`config.mk`:
```
export PLATFORM = sky130hd
export DESIGN_NAME = regbank16_8
export DESIGN_NICKNAME = d
export VERILOG_FILES = /design/src/rtl/regbank16_8.sv
export SDC_FILE = /design/constraint.sdc
export NUM_CORES = 1
export LEC_CHECK = 0
export ABC_AREA = 0
export CORE_AREA = 2 2 107 109
export CTS_CLUSTER_SIZE = 25
export DETAILED_ROUTE_END_ITERATION = 8
export DIE_AREA = 0 0 109 111
export PLACE_DENSITY = 0.84
export SLEW_MARGIN = 20
export SYNTH_ARGS = -nofsm -noshare
export SYNTH_HDL_FRONTEND = slang
export SYNTH_SLANG_ARGS = --single-unit
```
`constraint.sdc`:
```
create_clock -name clk -period 4.1 [get_ports clk]
set_input_delay 0.615 -clock clk [delete_from_list [all_inputs] [get_ports clk]]
set_output_delay 0.615 -clock clk [all_outputs]
set_load 0.02 [all_outputs]
```
`src/rtl/regbank16_8.sv`:
```
`default_nettype none
// +------------------------------------------------------------------+
// | regbank16_8 : eight-entry 16-bit write-side register bank        |
// | Rev 1.0                                                          |
// +------------------------------------------------------------------+
module regbank16_8 (
  input  logic        clk,
  input  logic        rst_n,
  input  logic        wr_en,
  input  logic [2:0]  wr_sel,
  input  logic [15:0] wr_data,
  input  logic        clr,
  output logic [15:0] out0,
  output logic [15:0] out1,
  output logic [15:0] out2,
  output logic [15:0] out3,
  output logic [15:0] out4,
  output logic [15:0] out5,
  output logic [15:0] out6,
  output logic [15:0] out7,
  output logic [7:0]  valid,
  output logic        wr_ack,
  output logic [2:0]  last_sel
);

  localparam int DEPTH = 8;

  logic [15:0] entry [DEPTH];
  logic [7:0]  wr_onehot;

  // Index is only decoded under wr_en, so an unknown wr_sel while idle
  // can never reach any entry enable.
  always_comb begin
    wr_onehot = 8'h00;
    if (wr_en) begin
      wr_onehot[wr_sel] = 1'b1;
    end
  end

  genvar gi;
  generate
    for (gi = 0; gi < DEPTH; gi++) begin : g_entry
      always_ff @(posedge clk) begin
        if (!rst_n || clr) begin
          entry[gi] <= 16'h0000;
          valid[gi] <= 1'b0;
        end else if (wr_onehot[gi]) begin
          entry[gi] <= wr_data;
          valid[gi] <= 1'b1;
        end
      end
    end
  endgenerate

  always_ff @(posedge clk) begin
    if (!rst_n || clr) begin
      wr_ack   <= 1'b0;
      last_sel <= 3'd0;
    end else begin
      wr_ack <= wr_en;
      if (wr_en) begin
        last_sel <= wr_sel;
      end
    end
  end

  assign out0 = entry[0];
  assign out1 = entry[1];
  assign out2 = entry[2];
  assign out3 = entry[3];
  assign out4 = entry[4];
  assign out5 = entry[5];
  assign out6 = entry[6];
  assign out7 = entry[7];

endmodule
`default_nettype wire

```
==> run summary, run 1 <==
First-pass GRT wire length - 20.3 mm
Syn Area/Cell - 15.4 sq um
Area added between synthesis and finish - 42.8%
Cell Area, Placed - 7110 sq um
Filler cells - 779
Nets - 532
Flop pwr share - 0.463
Yosys top cell area share - 0.712
Clk network pwr share - 0.424
Largest area contributor in the netlist - edfxtp_1
Ports - 163
Setup Buffers After CTS - 0
Crit. End Element - flip-flop
Via count - 3571
H-tree lvl count - 4
Most common cell after layout, fill and taps aside - clkdlybuf4s50_1
Clk_lat worst skew - 0.41 ns
RSZ-0062 raised after global routing - false
Sw Pwr - 0.843 mW
Cell area after synthesis - 5400 sq um
Critical Path, Cell by Cell - clkdlybuf4s50_1 -> or2_1 -> o21ai_2
Antenna Cells - 0
Final Cell Area - 7710 sq um
Vias per cell - 5.37
Setup CP Type - input pin to flip-flop
Die Height - 111 um
Detailed Route Iter0 Violations - 257
Combinational share of power - 0.114
WP buf/inv - 1
Largest fanout on the critical path - 21
Slew headroom - 0.369
Minimum clock period - 2.39 ns
Seq/Total Area, Yosys - 0.756
Layout Skew - 0 ns
Sink Count - 140
HP Class - flip-flop to flip-flop
CTS buffer count - 17
Pwr per Cell Area - 466 nW/um^2
Final setup fails - 0
Clk buf depth - 2
Hold violation count in the final report - 0
Crit-path slowest cell - o21ai_2
Most frequent cells in the layout - 162 x clkdlybuf4s50_1, 128 x edfxtp_1, 93 x nor3_1
Switching share of power - 0.234
Core Region - 11100 sq um
Clock root cell - clkbuf_16
Max-slew violation count - 0
DIE WIDTH - 109 um
Setup slack, reg-to-reg - 3.48 ns
Final Util - 0.696
Synth unique cells - 21
Count of state elements after synthesis - 140
Post-Layout Cell Count - 665
Total power - 3.60 mW
Yosys warns - 0
Final worst path period share - 0.584
Syn nets - 373
Max cap viols - 0
Fmax achieved - 0.418 GHz
Routed Antenna Nets - 0
Internal power - 2.75 mW
Total Routing Usage GR - 0.233
WHS - 0.476 ns
Maximum number of pins on one net before global-route repair - 69
Vias in the first global route - 3592
Post-cts hold buffer count - 0
DP HPWL - 9.07 mm
CP delay by family, top - compound AO/OA/AOI/OAI gates
TritonRoute pass-1 iters - 5
Status - complete, no violations
Mapped Cells - 350
Initial antenna violation count - 0
Full die area - 12100 sq um
Critical path required time - 4.14 ns
Reg clk slew, reported paths - 0.06 ns
Synth area leaders - edfxtp_1 71%, nor3_1 8.6%, nor3_2 6.5%, dfxtp_1 4.4%, buf_2 1.6%
Cell total after placement - 633
Critical Path Source Type - input pin
Drc violations - 0
Worst vdd ir - 0.292 mV
GRT overflow - 0
Share of cells above drive strength 1 - 0.161
Max stage delay on crit path - 0.77 ns
Row count - 39
Final worst slack - 1.71 ns
CTS tree - done
Pre-CTS setup slack - 0.987 ns
Routed wire per std cell - 20.5 um
Initial core utilization - 0.488
Leak - 2.62 nW
Actual slew at the worst max-slew pin - 0.947 ns
Total Wirelength - 13.7 mm
Routability Congestion - 0.764
I/O Buffers - 162
# resized after CTS - 0
Arr. time, crit path - 2.43 ns
Setup TNS Final - 0 ns
[worst reg2reg max path, cell delays in order, from the launching register on]
cell and delay (ns):
dfxtp_1 0.35, nand2b_1 0.07, a21oi_1 0.14
[per-layer routing]
metal / share of wire / up-vias / GRT usage
li1: - / 1637 / -
met1: 0.39 / 1716 / 0.296
met2: 0.50 / 190 / 0.372
met3: 0.089 / 28 / 0.0641
met4: 0.027 / 0 / 0.105
met5: 0 / - / 0
[final timing paths]
check	from	endpoint	cells past startpoint
worst max-delay path	wr_sel[1]	entry[1][3]	3
worst min-delay path	valid[3]	valid[3]	1
worst max register to register	last_sel[0]	last_sel[0]	2
worst min register to register	valid[3]	valid[3]	1
[state kept, by name (all words and copies together) (netlist names)]
signal	cells
entry	128
valid	8
last_sel	3
wr_ack	1
[cell usage after synthesis]
cell type and n:
a21oi_1 1, and2_1 1, buf_2 17, buf_4 2, buf_6 7, clkbuf_1 7
clkinv_1 16, dfxtp_1 12, edfxtp_1 128, mux2i_1 2, nand2_1 2, nand2b_1 5
nand4b_4 1, nand4bb_1 1, nor2_1 2, nor2b_1 1, nor3_1 93, nor3_2 35
o21ai_0 8, o2bb2ai_1 8, or2_1 1
[power groups by stage]
stage                     logic, mW  clock network [mW]  registers (mW)
after floorplan              0.0896                   0            1.79
after global placement        0.401                   0            1.69
after detailed placement      0.410                   0            1.69
after CTS                     0.410                1.53            1.67
after global routing          0.428                1.60            1.67
final                         0.409                1.52            1.66
[cell type report]
class / count / area [sq um] / area share
sequential: 140 / 4080 / 0.530
clock inverter: 14 / 171 / 0.0222
clock buffer: 18 / 429 / 0.0556
timing repair buffer: 173 / 1700 / 0.221
inverter: 16 / 60.1 / 0.00779
tap: 143 / 179 / 0.0232
multi-input combinational: 161 / 1080 / 0.141
[logic make-up after synthesis]
group | after synthesis | synth area share
compound gates | 17 | 0.0213
buf+inv | 49 | 0.0491
flops | 140 | 0.756
mux | 2 | 0.00371
simple gates | 142 | 0.170
Power figures use the tool's default switching activity.
==> inputs of run 2 (changes only) <==
--- a/config.mk
+++ b/config.mk
@@ -6,11 +6,11 @@
 export NUM_CORES = 1
 export LEC_CHECK = 0
 export ABC_AREA = 0
-export CORE_AREA = 2 2 107 109
+export CORE_AREA = 2 2 111 113
 export CTS_CLUSTER_SIZE = 25
 export DETAILED_ROUTE_END_ITERATION = 8
-export DIE_AREA = 0 0 109 111
-export PLACE_DENSITY = 0.84
+export DIE_AREA = 0 0 113 115
+export PLACE_DENSITY = 0.78
 export SLEW_MARGIN = 20
 export SYNTH_ARGS = -nofsm -noshare
 export SYNTH_HDL_FRONTEND = slang
==> constraint.sdc (replaced) <==
create_clock -name clk -period 2.3 [get_ports clk]
set_input_delay 0.345 -clock clk [delete_from_list [all_inputs] [get_ports clk]]
set_output_delay 0.345 -clock clk [all_outputs]
set_load 0.02 [all_outputs]
==> run 2 against run 1 <==
  * The run now ends with design-rule violations left
  * Clock power is 74% higher
  * Register-to-register slack worse by 1.8 ns
  * Flip-flop and latch count stayed put
  * Global-route usage is 1.5 points lower
  * First-iteration DRC count is 16% higher
  * Sequential share of layout area is 0.73 points lower
  * Utilization is 3.4 points lower
  * Critical path depth is 2 lower
  * Clock skew stayed put
  * Worst hold slack better by 0.0039 ns
  * Combinational power is 82% higher
  * Critical path type is now flip-flop to output pin
  * Largest power group unchanged
==> run summary, run 2 (synthesis gave the netlist of run 1 again) <==
Biggest register - entry
Final Cell Area - 7820 sq um (+1.4%)
DP HPWL - 9.32 mm (+2.8%)
Reg area - 4080 sq um (unchanged)
Pwr per Cell Area - 814 nW/um^2 (+75%)
Critical Path, Cell by Cell - clkdlybuf4s50_1
Critical path launch point - entry[7][10]
Most common cell after layout, fill and taps aside - clkdlybuf4s50_1
Multi-input logic area - 1070 sq um (-1.4%)
Max-slew violation count - 0 (unchanged)
WHS - 0.479 ns (+0.00389 ns)
Slew headroom - 0.666 (+0.297)
CTS tree - done
Crit. End Element - output pin
Total Wirelength - 14.0 mm (+2.4%)
Total Routing Usage GR - 0.219 (-0.0147)
Final setup fails - 0 (unchanged)
Actual slew at the worst max-slew pin - 0.498 ns (-0.449 ns)
Setup Buffers After CTS - 0 (unchanged)
Leak - 2.70 nW (+3.2%)
Critical path required time - 1.96 ns (-2.18 ns)
Layout Skew - 0 ns (unchanged)
Detailed Route Iter0 Violations - 297 (+16%)
First-pass GRT wire length - 20.6 mm (+1.5%)
Hold violation count in the final report - 0 (unchanged)
Ports - 163 (unchanged)
Final Util - 0.662 (-0.0342)
Critical Path Source Type - flip-flop
Setup slack, reg-to-reg - 1.69 ns (-1.79 ns)
Arr. time, crit path - 1.40 ns (-1.03 ns)
Largest fanout on the critical path - 1 (-95%)
Setup TNS Final - 0 ns (unchanged)
Routability Congestion - 0.796 (+4.1%)
RSZ-0062 raised after global routing - false
Largest regs - entry (128), valid (8), last_sel (3)
Hold Path Origin - last_sel[0]
Most frequent cells in the layout - 162 x clkdlybuf4s50_1, 128 x edfxtp_1, 93 x nor3_1
Setup CP Type - flip-flop to output pin
Clk_lat worst skew - 0.41 ns (about the same)
Clock root cell - clkbuf_16
# resized after CTS - 0 (unchanged)
Status - finished, violations left
Routed Antenna Nets - 0 (unchanged)
Crit Reg-Reg Startpoint - last_sel[2]
Worst vdd ir - 0.407 mV (+39%)
Area added between synthesis and finish - 44.8%
Row count - 40 (+2.6%)
Initial core utilization - 0.457 (-0.0303)
Via count - 3697 (+3.5%)
Post-cts hold buffer count - 0 (unchanged)
Routed wire per std cell - 20.6 um (+0.25%)
Nets - 542 (+1.9%)
Crit-path slowest cell - clkdlybuf4s50_1
Core Region - 11800 sq um (+6.6%)
Die Height - 115 um (+3.6%)
Full die area - 13000 sq um (+7.4%)
Drc violations - 11 (+11)
CTS buffer count - 17 (unchanged)
TritonRoute pass-1 iters - 7 (+2)
WP buf/inv - 1 (unchanged)
Final worst path period share - 0.760
Vias in the first global route - 3572 (-0.56%)
Vias per cell - 5.44 (+1.4%)
Largest register FFs - 128 (unchanged)
Filler cells - 858 (+10%)
Max cap viols - 0 (unchanged)
Cell total after placement - 647 (+2.2%)
Fmax achieved - 0.572 GHz
I/O Buffers - 162 (unchanged)
H-tree lvl count - 4 (unchanged)
Minimum clock period - 1.75 ns
Antenna Cells - 0 (unchanged)
Sink Count - 140 (unchanged)
DIE WIDTH - 113 um (+3.7%)
Clk buf depth - 2 (unchanged)
Maximum number of pins on one net before global-route repair - 37 (-46%)
Share of cells above drive strength 1 - 0.167 (+0.00637)
Post-Layout Cell Count - 679 (+2.1%)
GRT overflow - 0 (unchanged)
CP delay by family, top - buffers and inverters
Cell Area, Placed - 7230 sq um (+1.7%)
Reg clk slew, reported paths - 0.06 ns (about the same)
Max stage delay on crit path - 0.62 ns (-0.15 ns)
Violated checks - design-rule violations
HP Class - flip-flop to flip-flop
Initial antenna violation count - 0 (unchanged)
## run 2: changes by cell type in the layout (fill, tap and decap cells not counted), sizes merged
cell / change
bufinv: -3
clkinvlp: -3
clkbuf: +6
inv: +4
clkinv: -4
buf: +10
## run 2: report_power, final
| group | leakage (nW) | switching [mW] | internal, mW | total [mW] |
|---|---|---|---|---|
| Sequential | 1.50 | 0.0533 | 2.91 | 2.97 |
| Clock | 0.302 | 0.990 | 1.66 | 2.65 |
| Combinational | 0.897 | 0.441 | 0.306 | 0.746 |
## run 2: routing by layer
layer | up-vias | GRT usage | routed length [um]
met4 | 0 | 0.102 | 374
met3 | 32 | 0.0590 | 1130
met2 | 206 | 0.354 | 6910
met1 | 1794 | 0.278 | 5560
li1 | 1665 | - | -
met5 | - | 0 | 0
## run 2: final timing paths
path / depth (start not counted) / endpoint
setup reg to reg: 2 / last_sel[2]
hold / removal: 2 / last_sel[0]
setup / recovery: 1 / out7[10]
hold reg to reg: 2 / last_sel[0]
## run 2: cell type report
class	instances	share of cell area
Inverter	16	0.00768
Clock inverter	8	0.00592
Clock buffer	24	0.0699
Tap cell	147	0.0235
Sequential cell	140	0.522
Timing Repair Buffer	183	0.234
Multi-Input combinational cell	161	0.137
## run 2: stage by stage
step	setup WS, ns	total power, mW
5_1_grt	0.513	6.53
2_1_floorplan	0.0779	3.36
3_3_place_gp	0.344	3.75
6_report	0.553	6.37
4_1_cts	0.539	6.39
3_5_place_dp	0.235	3.76
==> inputs of run 3 (changes only) <==
--- a/config.mk
+++ b/config.mk
@@ -6,11 +6,11 @@
 export NUM_CORES = 1
 export LEC_CHECK = 0
 export ABC_AREA = 0
-export CORE_AREA = 2 2 111 113
+export CORE_AREA = 2 2 117 119
 export CTS_CLUSTER_SIZE = 25
 export DETAILED_ROUTE_END_ITERATION = 8
-export DIE_AREA = 0 0 113 115
-export PLACE_DENSITY = 0.78
+export DIE_AREA = 0 0 119 121
+export PLACE_DENSITY = 0.74
 export SLEW_MARGIN = 20
 export SYNTH_ARGS = -nofsm -noshare
 export SYNTH_HDL_FRONTEND = slang
==> constraint.sdc (replaced) <==
create_clock -name clk -period 1.6 [get_ports clk]
set_input_delay 0.24 -clock clk [delete_from_list [all_inputs] [get_ports clk]]
set_output_delay 0.24 -clock clk [all_outputs]
set_load 0.02 [all_outputs]
==> run 3 against run 2 <==
  * The run now ends clean
  * Utilization fell by 4.3 points
  * Flip-flop and latch count did not move
  * Critical path depth did not move
  * Sequential power rose by 44%
  * Wire length rose by 5.6%
  * Register-to-register slack got worse by 0.68 ns
  * Setup slack got worse by 0.51 ns
  * Critical path type unchanged
==> run summary, run 3 (synthesis gave the netlist of run 1 again) <==
Post-Layout Cell Count - 735 (+8.2%)
Sink Count - 140 (unchanged)
Vias per cell - 5.08 (-6.7%)
Clk_lat worst skew - 0.41 ns (about the same)
WP buf/inv - 1 (unchanged)
Reg clk slew, reported paths - 0.06 ns (about the same)
Status - complete, no violations
Clk buf depth - 2 (unchanged)
Max cap viols - 0 (unchanged)
Largest regs - entry (128), valid (8), last_sel (3)
Pre-CTS setup slack - -0.199 ns (-0.433 ns)
Max-slew violation count - 0 (unchanged)
Filler cells - 1008 (+17%)
Via count - 3735 (+1.0%)
Most frequent cells in the layout - 128 x edfxtp_1, 93 x nor3_1, 91 x dlygate4sd2_1
Layout Skew - 0 ns (unchanged)
Setup slack, reg-to-reg - 1.01 ns (-0.68 ns)
Drc violations - 0 (-11)
Largest fanout on the critical path - 1 (unchanged)
Initial antenna violation count - 0 (unchanged)
Arr. time, crit path - 1.32 ns (-0.08 ns)
Nets - 569 (+5.0%)
Clock root cell - clkbuf_16
Detailed Route Iter0 Violations - 372 (+25%)
DP HPWL - 9.73 mm (+4.4%)
CTS buffer count - 17 (unchanged)
Final worst path period share - 0.976
Routed Antenna Nets - 0 (unchanged)
Critical Path Source Type - flip-flop
Vias in the first global route - 3632 (+1.7%)
Critical path required time - 1.36 ns (-0.60 ns)
Worst vdd ir - 0.461 mV (+13%)
Hold violation count in the final report - 0 (unchanged)
Initial core utilization - 0.413 (-0.0445)
Final worst slack - 0.0383 ns (-0.514 ns)
Share of cells above drive strength 1 - 0.208 (+0.0402)
I/O Buffers - 162 (unchanged)
Biggest register - entry
RSZ-0062 raised after global routing - false
Full die area - 14400 sq um (+11%)
Area added between synthesis and finish - 50.1%
Most common cell after layout, fill and taps aside - edfxtp_1
Crit. End Element - output pin
Routed wire per std cell - 20.1 um (-2.4%)
Leak - 3.72 nW (+38%)
Setup CP Type - flip-flop to output pin
Final setup fails - 0 (unchanged)
HP Class - flip-flop to flip-flop
CP delay by family, top - buffers and inverters
Cell total after placement - 703 (+8.7%)
Maximum number of pins on one net before global-route repair - 46 (+24%)
First-pass GRT wire length - 21.7 mm (+5.2%)
CTS tree - done
Pwr per Cell Area - 1150 nW/um^2 (+41%)
Fmax achieved - 0.640 GHz
Minimum clock period - 1.56 ns
Max stage delay on crit path - 0.59 ns (-0.03 ns)
Actual slew at the worst max-slew pin - 0.344 ns (-0.154 ns)
Largest register FFs - 128 (unchanged)
Die Height - 121 um (+5.2%)
Row count - 42 (+5.0%)
Total Routing Usage GR - 0.209 (-0.00947)
Crit-path slowest cell - clkdlybuf4s50_1
Ports - 163 (unchanged)
GRT overflow - 0 (unchanged)
Slew headroom - 0.770 (+0.104)
TritonRoute pass-1 iters - 5 (-2)
Antenna Cells - 0 (unchanged)
Critical Path, Cell by Cell - clkdlybuf4s50_1
Total power - 9.33 mW (+47%)
Routability Congestion - 0.808 (+1.6%)
DIE WIDTH - 119 um (+5.3%)
Setup Buffers After CTS - 0 (unchanged)
Reg area - 4080 sq um (unchanged)
H-tree lvl count - 4 (unchanged)
Multi-input logic area - 1080 sq um (+1.1%)
Total Wirelength - 14.8 mm (+5.6%)
Core Region - 13100 sq um (+11%)
run 3: area by class of cell:
class	count	area share
inverter	16	0.00741
multi-input combinational	161	0.133
sequential	140	0.504
clock inverter	9	0.0179
clock buffer	23	0.0565
timing repair buffer	210	0.254
tap	176	0.0272
run 3: power by group:
part / total (mW) / internal (mW) / switching, mW
clock: 4.02 / 2.63 / 1.38
combinational: 1.04 / 0.394 / 0.651
sequential: 4.27 / 4.19 / 0.0763
run 3: timing repair:
action	in CTS	in global routing
cloned	0	0
hold buffers	0	0
gates resized for setup	91	40
setup endpoints to repair	91	40
run 3: worst register-to-register path: stages (launching register included):
cell     delay [ns]
dfxtp_1        0.31
mux2i_1        0.12
nor2_1         0.05
run 3: worst paths after layout:
kind                             startpoint     endpoint  cells after the start
worst min register to register     valid[2]     valid[2]                      1
worst min-delay path               valid[2]     valid[2]                      1
worst max register to register  last_sel[2]  last_sel[2]                      2
worst max-delay path            entry[0][5]      out0[5]                      1
run 3: routing by layer:
layer / vias up / track usage / wire length [um]
met2: 196 / 0.349 / 7530
met5: - / 0 / 0
met1: 1807 / 0.264 / 6010
met4: 0 / 0.0766 / 300
li1: 1706 / - / -
met3: 26 / 0.0540 / 936
run 3: through the flow:
step / utilization / instance area (sq um) / hold slack (ns) / TNS (ns)
2_1_floorplan: - / 5410 / 0.387 / -7.95
4_1_cts: 0.612 / 8000 / 0.469 / 0
5_1_grt: 0.619 / 8100 / 0.486 / 0
3_3_place_gp: 0.574 / 7510 / 0.451 / -20.63
6_report: 0.619 / 8100 / 0.466 / 0
3_5_place_dp: 0.574 / 7510 / 0.448 / -27.99
